## src/rtl/clock_pkg.sv

```systemverilog
// Shared types and field widths for the HH:MM:SS time keeper.
// Holds the FSM state type, the time bundle and a range-check helper.
package clock_pkg;

    localparam int HOUR_W      = 5;
    localparam int MIN_W       = 6;
    localparam int SEC_W       = 6;
    localparam int MAX_MIN_SEC = 59;

    typedef enum logic {
        S_RUN   = 1'b0,
        S_CHECK = 1'b1
    } tk_state_t;

    typedef struct packed {
        logic [HOUR_W-1:0] hours;
        logic [MIN_W-1:0]  minutes;
        logic [SEC_W-1:0]  seconds;
    } hms_t;

    // Full-width compares so an oversized field can never alias into range.
    function automatic logic hms_in_range(
        input hms_t              t,
        input logic [HOUR_W-1:0] hour_last
    );
        return (t.hours <= hour_last)
            && (t.minutes <= MIN_W'(MAX_MIN_SEC))
            && (t.seconds <= SEC_W'(MAX_MIN_SEC));
    endfunction

endpackage

```

## src/rtl/tick_prescaler.sv

```systemverilog
// Divides clk down to a one-cycle tick every TICK_DIV enabled cycles.
// Ports: clk, reset (sync, active-high), en (count enable),
//        clear (restart count at 0), tick (high while count is last).
module tick_prescaler #(
    parameter int TICK_DIV = 50_000_000
) (
    input  logic clk,
    input  logic reset,
    input  logic en,
    input  logic clear,
    output logic tick
);

    localparam int CW = (TICK_DIV > 1) ? $clog2(TICK_DIV) : 1;
    localparam logic [CW-1:0] LAST = CW'(TICK_DIV - 1);

    logic [CW-1:0] count;

    assign tick = en && (count == LAST);

    // clear wins over a coincident tick so a fresh load starts a full second.
    always_ff @(posedge clk) begin
        if (reset) begin
            count <= '0;
        end else if (clear) begin
            count <= '0;
        end else if (en) begin
            count <= tick ? '0 : count + CW'(1);
        end
    end

endmodule

```

## src/rtl/time_keeper.sv

```systemverilog
// Cascaded HH:MM:SS time-of-day counter with 1 Hz prescaler and a
// validated set-time load port.
// Ports: clk, reset (sync, active-high), run_en (advance enable);
//        load handshake set_valid/set_ready with set_hours/minutes/seconds,
//        set_done / set_err result pulses;
//        hours/minutes/seconds time outputs (registered);
//        sec_tick, min_carry, day_wrap one-cycle event pulses.
module time_keeper
    import clock_pkg::*;
#(
    parameter int TICK_DIV  = 50_000_000,
    parameter int HOURS_MAX = 23
) (
    input  logic              clk,
    input  logic              reset,
    input  logic              run_en,
    input  logic              set_valid,
    output logic              set_ready,
    input  logic [HOUR_W-1:0] set_hours,
    input  logic [MIN_W-1:0]  set_minutes,
    input  logic [SEC_W-1:0]  set_seconds,
    output logic              set_done,
    output logic              set_err,
    output logic [HOUR_W-1:0] hours,
    output logic [MIN_W-1:0]  minutes,
    output logic [SEC_W-1:0]  seconds,
    output logic              sec_tick,
    output logic              min_carry,
    output logic              day_wrap
);

    localparam logic [HOUR_W-1:0] H_LAST = HOUR_W'(HOURS_MAX);
    localparam logic [MIN_W-1:0]  M_LAST = MIN_W'(MAX_MIN_SEC);
    localparam logic [SEC_W-1:0]  S_LAST = SEC_W'(MAX_MIN_SEC);

    tk_state_t state, state_nx;
    hms_t      now, adv, shadow;

    logic tick;
    logic tick_pending, pending_nx;
    logic shadow_ok;
    logic accept;
    logic do_load;
    logic do_reject;
    logic do_advance;
    logic wrap_s, wrap_m, wrap_h;

    tick_prescaler #(
        .TICK_DIV (TICK_DIV)
    ) u_prescaler (
        .clk   (clk),
        .reset (reset),
        .en    (run_en),
        .clear (do_load),
        .tick  (tick)
    );

    // Next time value if a second elapses now, with cascaded carries.
    always_comb begin
        wrap_s = (now.seconds == S_LAST);
        wrap_m = wrap_s && (now.minutes == M_LAST);
        wrap_h = wrap_m && (now.hours == H_LAST);
        adv = now;
        adv.seconds = wrap_s ? '0 : now.seconds + SEC_W'(1);
        if (wrap_s) begin
            adv.minutes = wrap_m ? '0 : now.minutes + MIN_W'(1);
        end
        if (wrap_m) begin
            adv.hours = wrap_h ? '0 : now.hours + HOUR_W'(1);
        end
    end

    // Load FSM and tick arbitration.
    always_comb begin
        state_nx   = state;
        set_ready  = 1'b0;
        accept     = 1'b0;
        do_load    = 1'b0;
        do_reject  = 1'b0;
        do_advance = 1'b0;
        pending_nx = tick_pending;
        shadow_ok  = hms_in_range(shadow, H_LAST);
        unique case (state)
            S_RUN: begin
                set_ready = 1'b1;
                accept    = set_valid;
                if (set_valid) begin
                    state_nx = S_CHECK;
                end
                // A held tick and a fresh one can only meet after a
                // frozen spell; apply one and keep the other queued.
                if (run_en && (tick || tick_pending)) begin
                    do_advance = 1'b1;
                    pending_nx = tick && tick_pending;
                end
            end
            S_CHECK: begin
                state_nx = S_RUN;
                if (shadow_ok) begin
                    do_load    = 1'b1;
                    pending_nx = 1'b0;
                end else begin
                    do_reject  = 1'b1;
                    pending_nx = tick_pending || tick;
                end
            end
            default: begin
                state_nx = S_RUN;
            end
        endcase
    end

    always_ff @(posedge clk) begin
        if (reset) begin
            state        <= S_RUN;
            tick_pending <= 1'b0;
            shadow       <= '0;
        end else begin
            state        <= state_nx;
            tick_pending <= pending_nx;
            if (accept) begin
                shadow <= '{hours:   set_hours,
                            minutes: set_minutes,
                            seconds: set_seconds};
            end
        end
    end

    // do_load and do_advance live in different states, never together.
    always_ff @(posedge clk) begin
        if (reset) begin
            now       <= '0;
            set_done  <= 1'b0;
            set_err   <= 1'b0;
            sec_tick  <= 1'b0;
            min_carry <= 1'b0;
            day_wrap  <= 1'b0;
        end else begin
            set_done  <= do_load;
            set_err   <= do_reject;
            sec_tick  <= do_advance;
            min_carry <= do_advance && wrap_s;
            day_wrap  <= do_advance && wrap_h;
            if (do_load) begin
                now <= shadow;
            end else if (do_advance) begin
                now <= adv;
            end
        end
    end

    assign hours   = now.hours;
    assign minutes = now.minutes;
    assign seconds = now.seconds;

endmodule
```

## config.mk

```make
export PLATFORM = sky130hd
export DESIGN_NAME = time_keeper
export DESIGN_NICKNAME = d
export VERILOG_FILES = /design/src/rtl/clock_pkg.sv /design/src/rtl/tick_prescaler.sv /design/src/rtl/time_keeper.sv
export SDC_FILE = /design/constraint.sdc
export NUM_CORES = 1
export LEC_CHECK = 0
export BUFFER_PORTS_ARGS = -buffer_cell sky130_fd_sc_hd__buf_2
export CAP_MARGIN = 20
export CORE_AREA = 5 5 73 82
export DETAILED_ROUTE_END_ITERATION = 7
export DIE_AREA = 0 0 78 87
export PLACE_DENSITY = 0.83
export SYNTH_ARGS = -nofsm -noshare
export SYNTH_HDL_FRONTEND = slang
export SYNTH_SLANG_ARGS = --single-unit
```

## constraint.sdc

```tcl
create_clock -name clk -period 3.35 [get_ports clk]
set_clock_uncertainty 0.2 [all_clocks]
set_input_delay 0.335 -clock clk [delete_from_list [all_inputs] [get_ports clk]]
set_output_delay 0.335 -clock clk [all_outputs]
set_load 0.02 [all_outputs]
```

# Word-level counts from Yosys, hierarchy flattened

Index checks and enable logic that the tools add are counted.

Logic and storage cells: 64
Output and inout bits: 23
Register bits after elaboration: 67
Input bits: 21

Mux-type cells: 20
Add/sub/neg operators: 4
Bitwise gates (word level): 1
$lt $le $gt $ge: 3
Reduce and logical (&&, ||, !) cells: 17
Equality and inequality tests: 5

Operator list:

| kind                    | number |
|---|---|
| $mux W17                | 2 |
| $add A26 B1 Y26 const B | 1 |
| $eq A26 B26 Y1 const B  | 1 |
| $mux W26                | 1 |
| $mux W6                 | 3 |
| $add A6 B1 Y6 const B   | 2 |
| $eq A6 B6 Y1 const B    | 2 |
| $le A6 B6 Y1 const B    | 2 |
| $mux W1                 | 10 |
| $mux W5                 | 2 |
| $logic_and A1 B1 Y1     | 9 |
| $reduce_bool A2 Y1      | 3 |
| $add A5 B1 Y5 const B   | 1 |
| $eq A5 B5 Y1 const B    | 1 |
| $le A5 B5 Y1 const B    | 1 |
| $pmux W1 S2             | 2 |
| $reduce_and A2 Y1       | 2 |
| $reduce_or A2 Y1        | 2 |
| $ne A2 B2 Y1 const B    | 1 |
| $logic_or A1 B1 Y1      | 1 |
| $not A1 Y1              | 1 |

# Longest topological paths before layout

Depth after elaboration: 8
Mapped depth: 9
Depth with buffers taken out: 7

# By module

From an unflattened synthesis, not the netlist that was laid out.

Cell total of the unflattened synthesis: 390
Area total of the unflattened synthesis: 3258.1 sq um

By module, submodules not included:

| module         | area an instance (sq um) | times used | sequential area each (sq um) | cells each |
|---|---|---|---|---|
| time_keeper    | 1914.3                   | 1          | 820.8                        | 234 |
| tick_prescaler | 1343.8                   | 1          | 520.5                        | 156 |

# Worst setup path after synthesis

Ideal clock, no wire load.

Kind: reg2reg
Start: register now, in the netlist seconds[0]
End: register now, in the netlist hours[4]
Arrival time: 1.998 ns
Slack: 1.024 ns
Period minus slack after synthesis: 2.326 ns
Stages on the path, launching flop included: 8
Path through: dfxtp_1 ha_1 nand2_1 nor4_1 inv_1 o21ai_2 mux2i_1 nor2_1

Longest elaborated chain between the ends: 7
Elaborated cells between the ends (all ways): 9
Those cells by class: eq/ne (1); mux (4); reduce/logical (4)

Ends and longest elaborated chain:

| item                   | line               | source |
|---|---|---|
| from (decl)            | time_keeper.sv:37  | `hms_t now, adv, shadow;` |
| from (signal assigned) | time_keeper.sv:145 | `now <= shadow;` |
| from (signal assigned) | time_keeper.sv:147 | `now <= adv;` |
| $eq A6 B6 Y1 *         | time_keeper.sv:60  | `wrap_s = (now.seconds == S_LAST);` |
| $logic_and A1 B1 Y1 *  | time_keeper.sv:61  | `wrap_m = wrap_s && (now.minutes == M_LAST);` |
| $logic_and A1 B1 Y1    | time_keeper.sv:62  | `wrap_h = wrap_m && (now.hours == H_LAST);` |
| $mux W5                | time_keeper.sv:69  | `adv.hours = wrap_h ? '0 : now.hours + HOUR_W'(1);` |
| $mux W5                | time_keeper.sv:68  | `if (wrap_m) begin` |
| $mux W17               | time_keeper.sv:146 | `end else if (do_advance) begin` |
| $mux W17               | time_keeper.sv:144 | `if (do_load) begin` |

Mark *: on every way between the ends. The rest lies on a longest branch, timed or not. The select of a mux whose other input is x is not followed.
A chain may end at the register's enable or synchronous reset.

# Final worst setup path

Start: register u_prescaler.count[0]
End: register now, in the netlist minutes[3]

Longest elaborated chain between the ends: 8

Ends and longest elaborated chain:

| item                         | line                 | source |
|---|---|---|
| from (decl)                  | tick_prescaler.sv:17 | `logic [CW-1:0] count;` |
| from (signal assigned)       | tick_prescaler.sv:28 | `count <= tick ? '0 : count + CW'(1);` |
| $eq A26 B26 Y1               | tick_prescaler.sv:19 | `assign tick = en && (count == LAST);` |
| $logic_and A1 B1 Y1          | tick_prescaler.sv:19 |  |
| $logic_or A1 B1 Y1           | time_keeper.sv:92    | `if (run_en && (tick \|\| tick_pending)) begin` |
| $logic_and A1 B1 Y1          | time_keeper.sv:92    |  |
| $mux W1                      | time_keeper.sv:92    |  |
| $mux W1                      | time_keeper.sv:83    | `unique case (state)` |
| $reduce_bool A2 Y1 (no line) | -                    |  |
| $reduce_and A2 Y1 (no line)  | -                    |  |

No other way between the ends.

==> impl_metrics.toml <==
[outcome]
status = "finished, final reports clean"

[clock_network]
path_clk_slew_ns = 0.07
clkSinkCount = 67
post_cts.repair.setup_buffers = 0
post_cts_resized = 0
hold_buffers = 0
ctsHtreeMaxLevel = 3
clk_latency_ns = 0.34
cts_buffers = 9
cts_tree = "built"
clockRootBuffer = "clkbuf_8"
cts.path.max_buffers = 2

[finish]
num_antenna_cells = 0
layout-drive-gt1-share_pct = 16.9
final_common_cell = "dfxtp_1"
num-nets-final = 434
final_cell_mix = "67 x dfxtp_1, 57 x nand2_1, 56 x nor2_1"
syn_to_final_growth_pct = 15.1

[worst_setup_path]
crit_fanout = 18
cpPeakStageDelay_ns = 0.66
r2r-start = "u_prescaler.count[0]"
worstSetupStartpointType = "register"
worstSetupPathType = "register to register"
end_kind = "register"
cp.required_ns = 3.40
arrival_ns = 2.74
cp_slowest_cell = "o21ai_1"
path_delay_family = "compound AO/OA/AOI/OAI gates"
r2r-end = "minutes[3]"
reg2reg_slack_ns = 0.66
path_buf_inv = 0
ff2ff_path_depth = 7
crit_chain = "ha_1 -> and3_1 -> nand4_1 -> o31a_1 -> o21ai_1 -> nor2_1 -> a211oi_1"

[drt]
wl_met2_mm = 3.18
wl_met1_mm = 2.86
top_layer = "met4"
num_vias = 2643
drcViolationCount = 0
routed_wl_mm = 6.45
ant_nets = 0
firstDrtPassIters = 4
route.met3.wl_um = 288
drt_iter0_drc = 186
post_drt_wl_per_cell_um = 13.6
viasPerCell = 5.58

[hold_path]
hold_path_class = "input port to register"
min_path_cells = 3
min_to = "shadow[16]"
hold_start = "set_hours[4]"

[synthesis]
synth_fa_ha_area_share_pct = 1.67
ys_types = 42
synth_ff_type = "dfxtp_1"
synth_edf_count = 0
avgSynthCellArea_um2 = 8.20
synthXorXnorAreaFrac_pct = 8.47
muxShareOfSynthArea_pct = 0.334
syn_nets = 391
ys.warnings.count = 0
synth_top_family_by_area = "simple AND/OR/NAND/NOR gates"
ys_ff_latch = 67
ys_seq_area_share_pct = 44.7
synth_compound_area_share_pct = 12.6
synthSimpleGateAreaFrac_pct = 29.1
async_reset_ff_share_pct = 0
synthCells = 366
syn_area_um2 = 3000

[global_routing]
overflow = 0
antenna_found_initial = 0
grt_pass1_vias = 2541
grt_max_degree = 43
grt_pass1_wl_mm = 11.2
grtUsageTotal_pct = 20.4

[sta]
hold_viol = 0
slew_headroom_pct = 49.0
rsz0062_at_grt = "false"
slew_viol_final = 0
fin_setup_tns_ns = 0
finalSetupViolations = 0
holdWs_ns = 0.0282
setup_ws_ns = 0.663
fmax_ghz = 0.372
tightest_slew_ns = 0.763
min_period_over_period_pct = 80.2
min_period_ns = 2.69

[power]
p_total_mw = 1.65
peakVddDrop_v = 0.000283
p_leak_nw = 1.33
powerDensity_nw_per_um2 = 477

[placement]
io_buffer_count = 43
dpl.hpwl_mm = 4.59
pre_cts_ws_ns = 0.685
gp_congestion = 0.832

[floorplanning]
coreArea_um2 = 5150
start_util_pct = 58.3
die_area_um2 = 6790
die_w_um = 78
std_cell_rows = 28
io_pins = 44
die_y_um = 87

[flow_run]
max_cap_violations = 0
## how the worst max path moves through the flow
stage                          from    endpoint  depth (start not counted)
2_1_floorplan            seconds[0]    hours[4]                          7
3_3_place_gp   u_prescaler.count[0]  minutes[1]                          7
3_5_place_dp   u_prescaler.count[0]  minutes[3]                          7
4_1_cts        u_prescaler.count[0]  minutes[3]                          7
5_1_grt        u_prescaler.count[0]  minutes[3]                          7
6_report       u_prescaler.count[0]  minutes[3]                          7
## cell usage after synthesis (all sizes together), types with 2 or more instances
master  number  area share (%)
nand2b       2            0.42
or3          3            0.63
dfxtp       67              45
or2          2            0.42
nand3       14             2.3
nor3        10             1.7
nand4       13             2.7
nor4         2            0.63
o21ai        5            0.96
and4         2            0.58
a31oi        5             1.0
xnor2       14             4.1
inv          7            0.88
nand3b       4             1.0
clkbuf      14             1.8
buf          2            0.54
nor2b        4            0.83
xor2        15             4.4
and2         2            0.42
a22oi        8             2.0
and4bb       2            0.83
nor3b        2            0.50
a21oi       22             3.7
and3         7             1.6
ha           4             1.7
nor2        56             7.0
nand2       57             7.1
a211oi      12             3.0
## registers in the layout, indices dropped and copies added, names as in the netlist, 5 cells and up
name               cells
u_prescaler.count     26
seconds                6
hours                  5
minutes                6
shadow                17
## power by group
| group | total [mW] | switching (mW) | internal, mW |
|---|---|---|---|
| clock | 0.656 | 0.295 | 0.360 |
| combinational | 0.143 | 0.0883 | 0.0547 |
| sequential | 0.849 | 0.0260 | 0.823 |
| total | 1.65 | 0.410 | 1.24 |
## layer usage
layer  global-route usage, %  vias to the layer above
met5                       0                        -
met4                    10.4                        0
met3                    4.97                       11
met2                    34.7                       52
met1                    23.8                     1231
li1                        -                     1349
## metrics by stage
step	utilization, %	std cells	cell area, µm²
after floorplan	-	366	3000
after global placement	63.1	457	3250
after detailed placement	63.1	457	3250
after CTS	66.9	473	3450
after global routing	67.1	474	3450
final	67.1	474	3450
## tightest hold or removal path, stage by stage
cell	delay (ns)
buf_2	0.09
nand2_1	0.04
a21oi_1	0.05
## layout make-up
| class | instances | area (µm²) |
|---|---|---|
| clock inverters | 5 | 52.6 |
| repair buffers | 48 | 253 |
| inverters | 7 | 26.3 |
| clock buffers | 11 | 141 |
| flip-flops and latches | 67 | 1340 |
| fillers | 436 | 1700 |
| well taps | 60 | 75.1 |
| multi-input cells | 276 | 1560 |
## cells by family after synthesis
family / Yosys count
adders and majority gates: 4
muxes: 1
xor gates and xnor gates: 29
buffers and inverters: 23
and+or+nand+nor: 183
DFF: 67
AOI/OAI and AO/OA: 59
Note: power is estimated with default switching activity, not from simulation.
